$ cat config.mk
export PLATFORM = sky130hd
export DESIGN_NAME = fmv_pixel_output
export DESIGN_NICKNAME = d
export VERILOG_FILES = /design/src/rtl/fmv_pixel_output.sv
export SDC_FILE = /design/constraint.sdc
export NUM_CORES = 2
export LEC_CHECK = 0
export BUFFER_PORTS_ARGS = -buffer_cell sky130_fd_sc_hd__buf_4
export CAP_MARGIN = 20
export CELL_PAD_IN_SITES_DETAIL_PLACEMENT = 1
export CELL_PAD_IN_SITES_GLOBAL_PLACEMENT = 1
export CORE_UTILIZATION = 55
export DETAILED_ROUTE_END_ITERATION = 10
export GPL_TIMING_DRIVEN = 0
export PLACE_DENSITY_LB_ADDON = 0.1
export SYNTH_ARGS = -nofsm -noshare
export SYNTH_HDL_FRONTEND = slang
export SYNTH_SLANG_ARGS = --single-unit
$ cat constraint.sdc
create_clock -name clk30 -period 6.4 [get_ports clk30]
set_input_delay 1.28 -clock clk30 [delete_from_list [all_inputs] [get_ports clk30]]
set_output_delay 1.28 -clock clk30 [all_outputs]
set_load 0.02 [all_outputs]
$ cat src/rtl/fmv_pixel_output.sv
// FMV pixel output stage: buffers decoder pixels tagged with start-of-line and
// releases one per newpixel strobe, clipping/realigning each scanline.
module fmv_pixel_output #(
  parameter int unsigned DEPTH = 64,
  parameter int unsigned WIDTH = 24
) (
  input  logic                       clk30,
  input  logic                       reset_n,
  input  logic                       line_start,
  input  logic                       newpixel,
  input  logic [9:0]                 line_pixels,
  input  logic                       in_valid,
  output logic                       in_ready,
  input  logic [WIDTH-1:0]           in_data,
  input  logic                       in_sol,
  input  logic                       clear_status,
  output logic                       out_valid,
  output logic [WIDTH-1:0]           out_data,
  output logic                       out_active,
  output logic                       underrun,
  output logic [$clog2(DEPTH):0]     fill_level
);

  localparam int unsigned AW   = $clog2(DEPTH);
  localparam int unsigned CW   = AW + 1;
  localparam int unsigned CNTW = 10;

  typedef struct packed {
    logic             sol;
    logic [WIDTH-1:0] data;
  } entry_t;

  typedef enum logic [1:0] {
    IDLE   = 2'd0,
    ACTIVE = 2'd1,
    ALIGN  = 2'd2
  } state_t;

  entry_t            mem [DEPTH];
  logic [AW-1:0]     wr_ptr;
  logic [AW-1:0]     rd_ptr;
  logic [CW-1:0]     fill_nxt;
  entry_t            head;
  logic              empty;
  logic              push;
  logic              pop;

  state_t            state;
  state_t            state_nxt;
  logic [CNTW-1:0]   cnt;
  logic [CNTW-1:0]   cnt_nxt;
  logic              emit;
  logic [WIDTH-1:0]  emit_data;
  logic              set_underrun;

  assign head  = mem[rd_ptr];
  assign empty = (fill_level == CW'(0));
  assign push  = in_valid && in_ready;

  // Storage array carries no reset; validity is tracked by fill_level.
  always_ff @(posedge clk30) begin
    if (push) begin
      mem[wr_ptr] <= {in_sol, in_data};
    end
  end

  always_comb begin
    fill_nxt = fill_level;
    case ({push, pop})
      2'b10:   fill_nxt = fill_level + CW'(1);
      2'b01:   fill_nxt = fill_level - CW'(1);
      default: fill_nxt = fill_level;
    endcase
  end

  // Pointers wrap naturally because DEPTH is a power of two.
  always_ff @(posedge clk30 or negedge reset_n) begin
    if (!reset_n) begin
      wr_ptr     <= '0;
      rd_ptr     <= '0;
      fill_level <= '0;
      in_ready   <= 1'b1;
    end else begin
      if (push) wr_ptr <= wr_ptr + AW'(1);
      if (pop)  rd_ptr <= rd_ptr + AW'(1);
      fill_level <= fill_nxt;
      in_ready   <= (fill_nxt != CW'(DEPTH));
    end
  end

  always_ff @(posedge clk30 or negedge reset_n) begin
    if (!reset_n) begin
      state <= IDLE;
      cnt   <= '0;
    end else begin
      state <= state_nxt;
      cnt   <= cnt_nxt;
    end
  end

  // Line sequencing: line_start overrides everything, including a coincident strobe.
  always_comb begin
    state_nxt    = state;
    cnt_nxt      = cnt;
    pop          = 1'b0;
    emit         = 1'b0;
    emit_data    = '0;
    set_underrun = 1'b0;
    if (line_start) begin
      state_nxt = ACTIVE;
      cnt_nxt   = '0;
    end else begin
      case (state)
        IDLE: begin
          state_nxt = IDLE;
        end
        ACTIVE: begin
          if (line_pixels == CNTW'(0)) begin
            state_nxt = ALIGN;
          end else if (newpixel) begin
            emit    = 1'b1;
            cnt_nxt = cnt + CNTW'(1);
            if (!empty && (!head.sol || cnt == CNTW'(0))) begin
              pop       = 1'b1;
              emit_data = head.data;
            end else if (empty) begin
              set_underrun = 1'b1;
            end
            if (cnt_nxt == line_pixels) begin
              state_nxt = ALIGN;
            end
          end
        end
        ALIGN: begin
          // Drop the tail of an over-long decoder line up to the next line marker.
          if (!empty && !head.sol) begin
            pop = 1'b1;
          end else begin
            state_nxt = IDLE;
          end
        end
        default: begin
          state_nxt = IDLE;
        end
      endcase
    end
  end

  always_ff @(posedge clk30 or negedge reset_n) begin
    if (!reset_n) begin
      out_valid  <= 1'b0;
      out_data   <= '0;
      out_active <= 1'b0;
      underrun   <= 1'b0;
    end else begin
      out_valid  <= emit;
      if (emit) begin
        out_data <= emit_data;
      end
      out_active <= (state == ACTIVE);
      if (set_underrun) begin
        underrun <= 1'b1;
      end else if (clear_status) begin
        underrun <= 1'b0;
      end
    end
  end

endmodule

# --- Word-level counts from Yosys, hierarchy flattened ---
# Memories as Yosys holds them, arrays and structs flattened.
# Index checks and enable logic that the tools add are counted.
totals:
  memories: 1
  ramBits: 1600
  regBits: 59
  input_bits: 41
  output_inout_bits: 35
  wordCells: 76
op_classes:
  n_mux: 36
  n_addsub: 5
  n_eq_ne: 10
  reduce_logical: 14
memory_table:
  columns: ["name", "depth", "width", "read_ports", "rd_ports_with_merged_regs", "write_ports", "line_no", "rtl"]
  rows:
  - ["mem", 64, 25, 1, 0, 1, "39", "entry_t mem [DEPTH];"]
op_table:
  columns: ["cell", "count"]
  rows:
  - ["two-way mux 24 bit", 5]
  - ["two-way mux 10 bit", 4]
  - ["logical NOT 10 bit", 2]
  - ["two-way mux 1 bit", 19]
  - ["one-hot mux 7 bit (2 select lines)", 1]
  - ["adder 6 x 1 -> 6 bit, second input constant", 2]
  - ["adder 10 x 1 -> 10 bit, second input constant", 1]
  - ["== test 10 bit", 1]
  - ["two-way mux 2 bit", 5]
  - ["!= test 4 bit, second input constant", 2]
  - ["adder 7 x 1 -> 7 bit, second input constant", 1]
  - ["logical NOT 7 bit", 1]
  - ["!= test 7 bit, second input constant", 1]
  - ["subtractor 7 x 1 -> 7 bit, second input constant", 1]
  - ["AND reduction 3 bit", 2]
  - ["nonzero test 2 bit", 3]
  - ["== test 2 x 1 -> 1 bit, second input constant", 2]
  - ["== test 2 bit, second input constant", 2]
  - ["one-hot mux 2 bit (2 select lines)", 1]
  - ["logical AND 1 bit", 3]
  - ["!= test 3 bit, second input constant", 1]
  - ["logical NOT 1 bit", 2]
  - ["!= test 2 bit, second input constant", 1]
  - ["one-hot mux 1 bit (2 select lines)", 1]
  - ["logical OR 1 bit", 1]

# --- Longest topological paths before layout ---
# An unclocked memory read counts as a cell.
depth:
  word_depth: 12
  depth_mapped: 19
  mapped_depth_nobuf: 17

# --- Worst setup path after synthesis ---
# No wires, ideal clock.
synth_timing:
  path_kind: "in2reg"
  from: "in in_valid"
  to: "mem mem[40][0] (netlist bit) (enable)"
  arrival_time_ps: 4366
  stages: 4
  setup_ps: 471
  setup_slack_ps: 1563
  path_cell_list: "and2_1 > clkbuf_1 > nand4b_1 > nor4_1"
synth_between:
  elab_chain_cells: 3
synth_rtl:
  columns: ["item", "line_no", "rtl"]
  rows:
  - ["from (decl)", "12", "input logic in_valid,"]
  - ["logical AND 1 bit", "58", "assign push = in_valid && in_ready;"]
  - ["two-way mux 1 bit", "62", "if (push) begin"]
  - ["two-way mux 1 bit (implied by the code)", "63", "mem[wr_ptr] <= {in_sol, in_data};"]
  - ["to (decl)", "39", null]
# Every way passes these cells.

# --- Final worst setup path ---
layout_timing:
  from: "reg rd_ptr[0]"
  to: "reg fill_level[6]"
layout_between:
  elab_chain_cells: 11
  word_cells_on_any_way: 14
  classes_between: "eq/ne (2); mux (7); reduce/logical (4); memory (1)"
layout_rtl:
  columns: ["item", "line_no", "rtl"]
  rows:
  - ["from (decl)", "41", "logic [AW-1:0] rd_ptr;"]
  - ["from (signal assigned)", "85", "if (pop) rd_ptr <= rd_ptr + AW'(1);"]
  - ["memory read (64 x 25 bit) *", null, null]
  - ["logical NOT 1 bit *", "123, 136", null]
  - ["logical OR 1 bit", "123", "if (!empty && (!head.sol || cnt == CNTW'(0))) begin"]
  - ["logical AND 1 bit", "123", null]
  - ["two-way mux 1 bit", "123", null]
  - ["two-way mux 1 bit", "120", "end else if (newpixel) begin"]
  - ["two-way mux 1 bit", "118", "if (line_pixels == CNTW'(0)) begin"]
  - ["one-hot mux 1 bit (2 select lines) *", "113", "case (state)"]
  - ["two-way mux 1 bit *", "109", "if (line_start) begin"]
  - ["via pop", "46", "logic pop;"]
  - ["== test 2 x 1 -> 1 bit or == test 2 bit (tied branches)", "69", "case ({push, pop})"]
  - ["one-hot mux 7 bit (2 select lines) *", "69", null]
  - ["via fill_nxt[6]", "42", "logic [CW-1:0] fill_nxt;"]
  - ["to (signal assigned)", "86", "fill_level <= fill_nxt;"]
  - ["to (decl)", "21", "output logic [$clog2(DEPTH):0] fill_level"]
# Mark *: on every way through the listed nets, which the timed path passes. The rest lies on a longest branch.
# A chain may end at the register's enable or synchronous reset.

==> metrics <==
die height 343 µm; Setup Viol. Count Final 0; endpoints failing hold 0; Synth Register Bits 1659; wire per inst 37.6 µm; status completed; worst setup margin 403 ps; Mapped Area between 60000 and 70000 µm²; Hold WS around 530 ps; CTS tree built; post-CTS resize count 0; Peak VDD IR 0.367 mV; initial DRC count 3983; WP data required 7070 ps; worst-path maximum fanout 10; total power 31.3 mW; Clock Latency Late Sink slightly below 800 ps; RD Place Congestion 0.907; Slew HR 0.174; Sequential Area 49500 µm²; synth warn 0; H-tree Lvls 4; pre-CTS WS 561 ps; Yosys top cell area share 0.749; Finished Layout Cells 4694; ys flop type edfxtp_1; Crit Path Category reg -> reg; Placed Cells roughly 4400; Fillers about 9000; Syn-to-layout area delta 15.0%; dpl hpwl 113 mm; Startpoint Class flip-flop; RSZ-0062 raised after global routing no; buffers inserted during post-CTS setup optimization 0; routed vias 31500; Synth area leader edfxtp_1; IO Port Bufs 75; Initial Utilization 0.558; Post-synth top cells edfxtp_1 (1600), mux4_2 (492), nor2_1 (85); Layout Nets 3097; vias in the first global route 32600; Worst Skew 25.6 ps; Synth Instances 2736; placed instance area 68500 µm²; top-count cell post-synth edfxtp_1; CTS Buf Count ~170; Final Max Tran Viols 0; # hold bufs at CTS 0; grt total ovfl 0; Reg2Reg Setup Slack 400 ps; Via density 6.70; post-route ant nets 0; Worst-Margin Slew about 1200 ps; multi-input logic area about 14000 µm²; Die X-Extent 343 µm; total of max-cap violations 0; Critical Path End Type flip-flop; CORE AREA approximately 110000 µm²; CTS max path bufs 3; final instance area 73700 µm²; Cell variety after synth 58; DR DRC count 0; clock-pin slew on the worst setup and hold paths 60 ps; Pre-antenna DRT Iters 7; Pleak between 20 and 25 nW; num rows 124; Post-synth ARST share 0.0356; crit path DAT 6660 ps; Syn Area/Cell 23.4 µm²; Period minus WS final 6000 ps; Max Freq 0.167 GHz; P per Cell Area 424 nW/µm²; number of synthesized flops with an enable pin 1600; sequential share of the synthesized area 0.772; first-pass GRT wire length ~250 mm; Mapped Nets roughly 2800; CTS root buffer clkbuf_16; initial antenna violation count 11; Ports 76; main area contributors after synthesis edfxtp_1 (75%), mux4_2 (17%), dfrtp_1 (2.3%), mux2i_1 (0.56%), nor2_1 (0.50%); pin count of the biggest net entering global routing 65; period utilization 0.937; die area 118000 µm²; layout cells sized above 1 0.315; Sink Count between 1500 and 2000; HP Class reg -> reg; total track usage 0.306; Post-Route WL 176 mm
registers in the layout, indices dropped and copies added, names as in the netlist:
signal / flops
mem: 1600
out_data: 24
cnt: 10
fill_level: 7
rd_ptr: 6
wr_ptr: 6
state: 2
in_ready: 1
out_active: 1
out_valid: 1
underrun: 1
power by group:
| part | switching (mW) | leakage, nW | total (mW) | internal [mW] |
|---|---|---|---|---|
| clock network | 4.02 | 2.55 | 9.40 | 5.38 |
| registers | 0.238 | 15.1 | 12.6 | 12.4 |
| logic | 5.35 | 5.62 | 9.26 | 3.91 |
| total | 9.61 | 23.3 | 31.3 | 21.7 |
routing by layer:
layer	up-vias	track usage	wire length, µm
met2	1823	0.493	86200
met5	-	0	31
met3	316	0.0542	15900
met4	4	0.131	7750
li1	12300	-	-
met1	17000	0.418	66400
cell families after synthesis:
family | synth area share
adders and majority gates | 0.00265
xor gates and xnor gates | 0.00464
AOI/OAI and AO/OA | 0.0121
DFF | 0.772
buffers and inverters | 0.0128
muxes | 0.179
and+or+nand+nor | 0.0166
stage by stage:
stage,utilization,setup TNS [ps]
floorplan,-,0
global placement,0.579,-88810
detailed placement,0.596,0
CTS,0.641,0
global route,0.641,0
finish,0.641,0
worst max-delay path: stages (launching register included):
cell and delay, ps:
dfrtp_1 400, buf_2 190, buf_4 290, buf_1 800
nor2_1 180, o2111ai_1 150, nand4_1 400, a21oi_2 570
o21ai_1 330, inv_1 150, ha_1 310, inv_1 130
fa_1 420, nor2b_1 120, o21ai_0 120, a21boi_0 300
o21ai_0 220, and3_1 260, o31a_1 250, or2_2 290
cell type report:
cell class | instances | share of cell area
Antenna cell | 2 | 0.0000679
Buffer | 154 | 0.0102
Clock buffer | 223 | 0.0615
Clock inverter | 83 | 0.00942
Inverter | 19 | 0.000967
Multi-Input combinational cell | 904 | 0.193
Sequential cell | 1659 | 0.672
Tap cell | 1512 | 0.0257
Timing Repair Buffer | 138 | 0.0274
final timing paths:
path,from,endpoint,depth (start not counted)
min in group asynchronous,reset_n,fill_level[3],1
setup / recovery,rd_ptr[0],fill_level[6],19
max in group asynchronous,reset_n,out_data[7],1
setup reg to reg,rd_ptr[0],fill_level[6],19
hold reg to reg,out_data[19],out_data[19],1
hold / removal,out_data[19],out_data[19],1
layout by cell type (no fill, tap or decap), types with 9 or more instances in the layout:
cell and instances:
inv_1 17, clkbuf_16 173, and3_1 31, mux4_2 492, dfrtp_1 58, a22o_1 26
clkinv_1 40, o21ai_1 25, buf_1 21, nand2_1 36, a31oi_1 25, clkbuf_1 112
buf_12 12, or2_2 9, ha_1 12, edfxtp_1 1600, bufinv_16 10, buf_4 102
xnor2_1 26, nor2_4 62, nor2_1 23, buf_2 43, clkinv_2 22, o21ai_0 9
mux2i_1 36, buf_16 41
(Power assumes the default switching activity.)
